$ cat config.mk
export PLATFORM = sky130hd
export DESIGN_NAME = mul_sequencer
export DESIGN_NICKNAME = d
export VERILOG_FILES = /design/src/rtl/mul_pkg.sv /design/src/rtl/mul_step.sv /design/src/rtl/mul_sequencer.sv
export SDC_FILE = /design/constraint.sdc
export NUM_CORES = 1
export LEC_CHECK = 0
export BUFFER_PORTS_ARGS = -buffer_cell sky130_fd_sc_hd__buf_2
export CORE_MARGIN = 2
export CORE_UTILIZATION = 35
export CTS_CLUSTER_DIAMETER = 50
export DETAILED_ROUTE_END_ITERATION = 10
export SETUP_SLACK_MARGIN = 0.5
export SYNTH_ARGS = -nofsm -noshare
export SYNTH_HDL_FRONTEND = slang
export SYNTH_HIERARCHICAL = 1
export SYNTH_SLANG_ARGS = --single-unit
$ cat constraint.sdc
create_clock -name clk -period 10.39 [get_ports clk]
set_input_delay 1.5585 -clock clk [delete_from_list [all_inputs] [get_ports clk]]
set_output_delay 1.5585 -clock clk [all_outputs]
set_load 0.05 [all_outputs]
$ cat src/rtl/mul_pkg.sv
// Shared types and constants for the iterative multiplier sequencer.
package mul_pkg;

   // cmd[2] = long (64-bit result), cmd[1] = signed, cmd[0] = accumulate
   typedef enum logic [2:0] {
      CMD_MUL   = 3'b000,
      CMD_MLA   = 3'b001,
      CMD_UMULL = 3'b100,
      CMD_UMLAL = 3'b101,
      CMD_SMULL = 3'b110,
      CMD_SMLAL = 3'b111
   } mul_cmd_t;

   typedef enum logic [1:0] {
      IDLE = 2'd0,
      CALC = 2'd1,
      FIX  = 2'd2
   } mul_state_t;

   localparam int BITS_PER_CYCLE_DEF = 2;
   localparam int MUL_ITERS          = 32 / BITS_PER_CYCLE_DEF;

   // Magnitude of a 32-bit two's complement value; -2^31 maps to 2^31 unsigned.
   function automatic logic [31:0] abs32(input logic [31:0] x);
      return x[31] ? (~x + 32'd1) : x;
   endfunction

endpackage

$ cat src/rtl/mul_step.sv
// One shift-add step: adds (mcand * chunk) << shift into the running 64-bit product.
module mul_step #(
   parameter int BITS_PER_CYCLE = 2
) (
   input  logic [63:0]               prod_in,
   input  logic [31:0]               mcand,
   input  logic [BITS_PER_CYCLE-1:0] chunk,
   input  logic [5:0]                shift,
   output logic [63:0]               prod_out
);

   logic [63:0] partial;

   // Partial product never exceeds 64 bits because shift <= 32 - BITS_PER_CYCLE.
   always_comb begin
      partial  = 64'(mcand) * 64'(chunk);
      prod_out = prod_in + (partial << shift);
   end

endmodule

$ cat src/rtl/mul_sequencer.sv
// Multi-cycle shift-add multiplier controller with sign fix-up and accumulate.
//
//  state | meaning
//  ------+---------------------------------------------------------------
//  IDLE  | waiting for start; results/flags hold the last completed op
//  CALC  | retiring BITS_PER_CYCLE multiplier bits per cycle into prod
//  FIX   | negate if needed, add accumulator, register results, pulse done
module mul_sequencer
   import mul_pkg::*;
#(
   parameter int BITS_PER_CYCLE = BITS_PER_CYCLE_DEF
) (
   input  logic        clk,
   input  logic        reset,
   input  logic        start,
   input  logic [2:0]  cmd,
   input  logic [31:0] a,
   input  logic [31:0] b,
   input  logic [31:0] acc_lo,
   input  logic [31:0] acc_hi,
   input  logic        flush,
   output logic        busy,
   output logic        done,
   output logic [31:0] result_lo,
   output logic [31:0] result_hi,
   output logic        flag_n,
   output logic        flag_z
);

   localparam int ITERS = 32 / BITS_PER_CYCLE;
   localparam int CNT_W = $clog2(ITERS);

   mul_state_t       state;
   logic [CNT_W-1:0] cnt;
   logic [31:0]      mcand;
   logic [31:0]      mplier;
   logic [63:0]      prod;
   logic [63:0]      prod_next;
   logic [63:0]      acc;
   logic             neg;
   logic             is_long;
   logic [5:0]       shift;
   logic [63:0]      fixed;
   logic [63:0]      total;
   logic             op_signed;

   // cnt runs down to zero; the shift is the number of chunks already retired.
   always_comb begin
      shift = 6'((ITERS - 1 - int'(cnt)) * BITS_PER_CYCLE);
   end

   mul_step #(
      .BITS_PER_CYCLE (BITS_PER_CYCLE)
   ) u_step (
      .prod_in  (prod),
      .mcand    (mcand),
      .chunk    (mplier[BITS_PER_CYCLE-1:0]),
      .shift    (shift),
      .prod_out (prod_next)
   );

   // Sign fix-up and accumulation for the FIX cycle; 010/011 fall back to unsigned short ops.
   always_comb begin
      op_signed = cmd[2] & cmd[1];
      fixed     = neg ? (~prod + 64'd1) : prod;
      total     = fixed + acc;
   end

   // Sequencer FSM with registered status and result outputs.
   always_ff @(posedge clk or posedge reset) begin
      if (reset) begin
         state     <= IDLE;
         busy      <= 1'b0;
         done      <= 1'b0;
         result_lo <= '0;
         result_hi <= '0;
         flag_n    <= 1'b0;
         flag_z    <= 1'b0;
         cnt       <= '0;
         mcand     <= '0;
         mplier    <= '0;
         prod      <= '0;
         acc       <= '0;
         neg       <= 1'b0;
         is_long   <= 1'b0;
      end else begin
         done <= 1'b0;
         if (flush) begin
            state <= IDLE;
            busy  <= 1'b0;
         end else begin
            case (state)
               IDLE: begin
                  if (start) begin
                     mcand   <= op_signed ? abs32(a) : a;
                     mplier  <= op_signed ? abs32(b) : b;
                     neg     <= op_signed & (a[31] ^ b[31]);
                     is_long <= cmd[2];
                     acc     <= !cmd[0] ? 64'd0 :
                                cmd[2]  ? {acc_hi, acc_lo} : {32'd0, acc_lo};
                     prod    <= '0;
                     cnt     <= CNT_W'(ITERS - 1);
                     busy    <= 1'b1;
                     state   <= CALC;
                  end
               end
               CALC: begin
                  prod   <= prod_next;
                  mplier <= mplier >> BITS_PER_CYCLE;
                  if (cnt == '0) begin
                     state <= FIX;
                  end else begin
                     cnt <= cnt - CNT_W'(1);
                  end
               end
               FIX: begin
                  if (is_long) begin
                     result_lo <= total[31:0];
                     result_hi <= total[63:32];
                     flag_n    <= total[63];
                     flag_z    <= (total == 64'd0);
                  end else begin
                     result_lo <= total[31:0];
                     result_hi <= '0;
                     flag_n    <= total[31];
                     flag_z    <= (total[31:0] == 32'd0);
                  end
                  done  <= 1'b1;
                  busy  <= 1'b0;
                  state <= IDLE;
               end
               default: begin
                  state <= IDLE;
                  busy  <= 1'b0;
               end
            endcase
         end
      end
   end

endmodule

# ---- Yosys cells after proc, flatten, opt, wreduce, memory -nomap -nowiden
# Cells that the tools add are included.
dict set report totals {
  output_inout_bits 68
  register_bits 268
  elab_cells 74
  in_bits 135
}
dict set report classes {
  multipliers 1
  n_reduce_logical 11
  n_mux 26
  add_sub_neg 7
  bitwise_logic 7
  n_eq_ne 7
  n_shift 1
}
# op count
set ops {}
lappend ops {{$mux W64} 4}
lappend ops {{$mux W32} 6}
lappend ops {{$add A64 B64 Y64} 2}
lappend ops {{$pmux W64 S2} 1}
lappend ops {{$add A32 B1 Y32 const B} 2}
lappend ops {{$add A64 B1 Y64 const B} 1}
lappend ops {{$logic_not A64 Y1} 1}
lappend ops {{$not A32 Y32} 2}
lappend ops {{$not A64 Y64} 1}
lappend ops {{$pmux W32 S2} 1}
lappend ops {{$shl A34 B6 Y64} 1}
lappend ops {{$mul A32 B2 Y34} 1}
lappend ops {{$logic_not A32 Y1} 1}
lappend ops {{$mux W4} 2}
lappend ops {{$pmux W4 S2} 1}
lappend ops {{$mux W1} 6}
lappend ops {{$mux W2} 3}
lappend ops {{$ne A2 B2 Y1 const B} 3}
lappend ops {{$ne A3 B3 Y1 const B} 2}
lappend ops {{$reduce_and A2 Y1} 3}
lappend ops {{$reduce_and A3 Y1} 2}
lappend ops {{$sub A4 B4 Y5 const A} 1}
lappend ops {{$logic_not A4 Y1} 1}
lappend ops {{$pmux W2 S2} 1}
lappend ops {{other kinds (10)} 11}

# ---- Logic depth before layout (Yosys ltp)
dict set report logic_depth {
  word_depth 6
  mapped_depth 30
  depth_no_buf 28
}

# ---- Modules after synthesis
# The synthesis kept the hierarchy.
# mod cells_per_inst seq_area_each_um2 instances area_each_um2
set modules_own_cells {}
lappend modules_own_cells {mul_sequencer 1917 6706.4 1 16757.3}
lappend modules_own_cells {mul_step 1326 0.0 1 9086.2}

# ---- Worst setup path before layout
# OpenSTA, ideal clock, no wires.
dict set report synth_path {
  kind {reg2reg}
  start {register mplier[0]}
  end {register prod[56]}
  path_stages_with_launch 31
  arrival_time_ns 6.262
  slack_ns 4.007
  cell_sequence {dfrtp_1 -> clkbuf_1 -> and2_1 -> ha_1 -> inv_1 -> fa_1 -> nand2b_1 -> a21o_1 -> a21oi_1 -> a31o_4 -> a21oi_2 -> o21ai_0 -> nand2_1 -> mux4_2 -> o211ai_1 -> nand3_1 -> nand2_1 -> ha_1 -> clkbuf_1 -> a21oi_1 -> o21ai_1 -> a2111o_1 -> a31oi_1 -> nand3b_1 -> a31o_2 -> nand3_1 -> a2111oi_0 -> o31ai_1 -> a21oi_1 -> xnor2_1 -> a22o_1}
}
dict set report synth_between {
  elab_chain_len 4
}
# item line_no
set synth_rtl {}
lappend synth_rtl {{start: declaration} mul_sequencer.sv:36} ;# logic [31:0] mplier;
lappend synth_rtl {{start signal: assignment} mul_sequencer.sv:96} ;# mplier <= op_signed ? abs32(b) : b;
lappend synth_rtl {{start signal: assignment} mul_sequencer.sv:109} ;# mplier <= mplier >> BITS_PER_CYCLE;
lappend synth_rtl {{$mul A32 B2 Y34} mul_step.sv:16} ;# partial = 64'(mcand) * 64'(chunk);
lappend synth_rtl {{$shl A34 B6 Y64} mul_step.sv:17} ;# prod_out = prod_in + (partial << shift);
lappend synth_rtl {{$add A64 B64 Y64} mul_step.sv:17}
lappend synth_rtl {{net prod_next[56]} mul_sequencer.sv:38} ;# logic [63:0] prod_next;
lappend synth_rtl {{$pmux W64 S2} mul_sequencer.sv:92} ;# case (state)
lappend synth_rtl {{end signal: assignment} mul_sequencer.sv:108} ;# prod <= prod_next;
lappend synth_rtl {{end: declaration} mul_sequencer.sv:37} ;# logic [63:0] prod;
# The timed path passes the listed nets, and every way through them passes these cells.
# A chain may end at the register's enable or synchronous reset.

# ---- Worst setup path in the final report
dict set report layout_path {
  start {register mplier[0]}
  end {register prod[63]}
}
# Same word-level chain as after synthesis.

==> flow_metrics.py <==
metrics = {
    "status": {
        "status": "complete, but fails checks",
        "failed_checks": "DRC",
    },
    "global_routing": {
        "grt_first_pass_wirelength_um": 127000,
        "grt_max_degree": 84,
        "grt_usage": 0.206,
        "antenna_found_initial": 1,
        "first_global_vias": 23000,
        "overflow": 0,
    },
    "power": {
        "irDropWorstVdd_uv": 117,
        "fin_total_pwr_mw": 6.47,
        "powerDensity_nw_per_um2": 224,
        "leakage_nw": 13.3,
    },
    "logic_synthesis": {
        "ys_types": 112,
        "synth_edf_count": 0,
        "netlist_area_um2": 25800,
        "synth_warnings": 6,
        "synthFlopType": "dfrtp_1",
        "seq_area_frac_synth": 0.260,
        "ys_seq_elements": 268,
        "async_flop_share": 1.00,
        "postSynthCellCount": 3243,
        "synth_area_per_cell_um2": 7.97,
    },
    "routing": {
        "drc": 23,
        "dr.pass1.iters": 9,
        "vias": 24300,
        "viasPerCell": 5.61,
        "drt_iter0_markers": 1853,
        "ant_nets": 0,
        "drt-wirelength-per-cell_um": 18.4,
        "wirelength_um": 79700,
    },
    "sta": {
        "clock_skew_ns": 0.0406,
        "worst_slew_pin_slew_ns": 1.37,
        "slew_headroom": 0.0628,
        "post-route-min-period_ns": 7.31,
        "worst_slack_ns": 3.08,
        "slew_viol_final": 0,
        "min_period_over_period": 0.704,
        "rsz0062_at_grt": "no",
        "hold_viol": 0,
        "fin_setup_tns_ns": 0,
        "fmax_ghz": 0.137,
        "setup_viol": 0,
    },
    "cts": {
        "post_cts_buffers": 0,
        "cts_buffers": 39,
        "clock_latency_ns": 0.58,
        "clk_pin_slew_ns": 0.06,
        "clockBufferDepth": 3,
        "htreeDepth": 2,
        "cts_hold_buf": 0,
        "cts_tree": "built",
        "cts_resized": 0,
        "cts-root-buf": "clkbuf_16",
        "clock_sinks": 268,
    },
    "floorplan": {
        "std_cell_rows": 99,
        "start_util": 0.354,
        "core_um2": 73100,
        "die_h_um": 276,
        "die_area_um2": 76000,
        "ioPinCount": 203,
        "die_w_um": 276,
    },
    "min_path": {
        "hold_path_class": "flip-flop to flip-flop",
        "hp-start": "result_hi[9]",
    },
    "worst_setup_path": {
        "critPathKind": "flip-flop to flip-flop",
        "worst-path-max-fanout": 35,
        "setup.worst_path.start_class": "flip-flop",
        "r2r-start": "mplier[0]",
        "crit_end": "prod[63]",
        "max_stage_delay_ns": 0.52,
        "startpoint": "mplier[0]",
        "crit_arrival_ns": 7.75,
        "r2r-end": "prod[63]",
        "rr_worst_depth": 29,
        "crit_path_top_delay_cell": "mux4_2",
        "critical_path_required_ns": 10.83,
        "end_kind": "flip-flop",
        "r2r_setup_slack_ns": 3.08,
    },
    "placed_design": {
        "place.gp.congestion": 0.950,
        "dpl-instance-area_um2": 27500,
        "numPortBuffers": 202,
        "dp_hpwl_um": 63500,
        "dp_slack_ns": 3.21,
    },
    "layout": {
        "diodes": 0,
        "nets": 3641,
        "drive_above_1_share": 0.116,
        "layout_commonest_cell": "nand2_1",
        "final_cell_mix": "447 x nand2_1, 267 x o21ai_0, 267 x dfrtp_1",
        "syn_to_final_growth_pct": 11.8,
        "fin_area_um2": 28900,
    },
    "flow_run": {
        "max-cap-violations": 0,
    },
}
-- per-stage QoR --
step | utilization | hold WS (ns) | cells
after floorplan | - | 0.445 | 3248
after global placement | 0.376 | 0.450 | 4253
after detailed placement | 0.376 | 0.459 | 4253
after CTS | 0.395 | 0.472 | 4324
after global routing | 0.395 | 0.501 | 4324
final | 0.395 | 0.463 | 4324
-- worst max-delay path, delay by kind of cell, from the launching register on --
family | cells | cell delay (ns)
AND/OR/NAND/NOR | 4 | 0.68
buffers and inverters | 2 | 0.33
flip-flops | 1 | 0.32
adder cells (fa/ha/maj) | 3 | 0.86
AO/OA/AOI/OAI | 15 | 3.57
multiplexers | 3 | 1.07
XOR/XNOR | 2 | 0.33
-- synth_stat cells (9+ instances only) --
cell	count	share of area
o41ai_1	13	0.0044
nor2b_1	19	0.0046
or4_1	17	0.0049
o31ai_1	52	0.015
a22o_1	122	0.041
or3_1	29	0.0070
and3_1	29	0.0070
buf_1	12	0.0017
o2111ai_1	11	0.0037
o21a_1	25	0.0073
o21ai_0	267	0.052
a311oi_1	9	0.0031
mux2i_1	31	0.012
mux4_2	17	0.015
nor3_1	56	0.011
a22oi_1	9	0.0026
a211oi_1	21	0.0061
a211o_1	12	0.0041
nand3_1	90	0.017
inv_1	80	0.012
clkbuf_1	149	0.022
nor2_1	204	0.030
mux2_2	21	0.0092
xor2_1	90	0.031
ha_1	168	0.081
o22ai_1	11	0.0027
nand4_1	49	0.012
a21o_1	75	0.022
a31oi_1	32	0.0077
o211ai_1	28	0.0081
xnor2_1	178	0.060
dfrtp_1	268	0.26
nand2_1	449	0.065
o21bai_1	17	0.0049
and2_1	89	0.022
nand2b_1	32	0.0077
a21oi_1	222	0.043
o21ai_1	38	0.0074
nor4_1	25	0.0061
-- sequential cells by signal (all words and copies together) (netlist names), 2 cells and up --
name	flops
acc	64
prod	64
mcand	32
mplier	32
result_hi	32
result_lo	32
cnt	4
state	2
-- report_power, final --
group	switching, mW	total [mW]	internal (mW)
logic	2.23	3.58	1.35
clock network	0.531	1.42	0.884
registers	0.257	1.48	1.22
-- how the worst min path moves through the flow --
stage / end / slack (ns) / cells after the start
final: result_hi[9] / 0.46 / 2
after global routing: result_hi[2] / 0.50 / 2
after CTS: result_hi[9] / 0.47 / 2
after detailed placement: result_lo[25] / 0.46 / 2
after global placement: result_hi[9] / 0.45 / 2
after floorplan: mplier[10] / 0.44 / 2
-- cells by family after synthesis --
group / after synthesis / synth area share
other cells: 1 / 0.000145
simple gates: 1136 / 0.211
buf+inv: 263 / 0.0435
fa+ha+maj: 171 / 0.0837
mux: 72 / 0.0380
flops: 268 / 0.260
xor+xnor: 269 / 0.0915
compound gates: 1063 / 0.273
-- routing by layer --
layer | vias to the layer above | part of all wire | global-route usage
li1 | 12100 | - | -
met3 | 135 | 0.049 | 0.0254
met1 | 11400 | 0.48 | 0.291
met4 | 0 | 0.035 | 0.0717
met5 | - | 0 | 0
met2 | 654 | 0.44 | 0.324
-- final cells by class --
type	count	area, um2
Sequential cell	268	6710
Fill cell	7617	44200
Timing Repair Buffer	226	1190
Tap cell	959	1200
Multi-Input combinational cell	2717	18100
Clock buffer	48	1050
Inverter	83	319
Clock inverter	23	355
(Power assumes the default switching activity.)
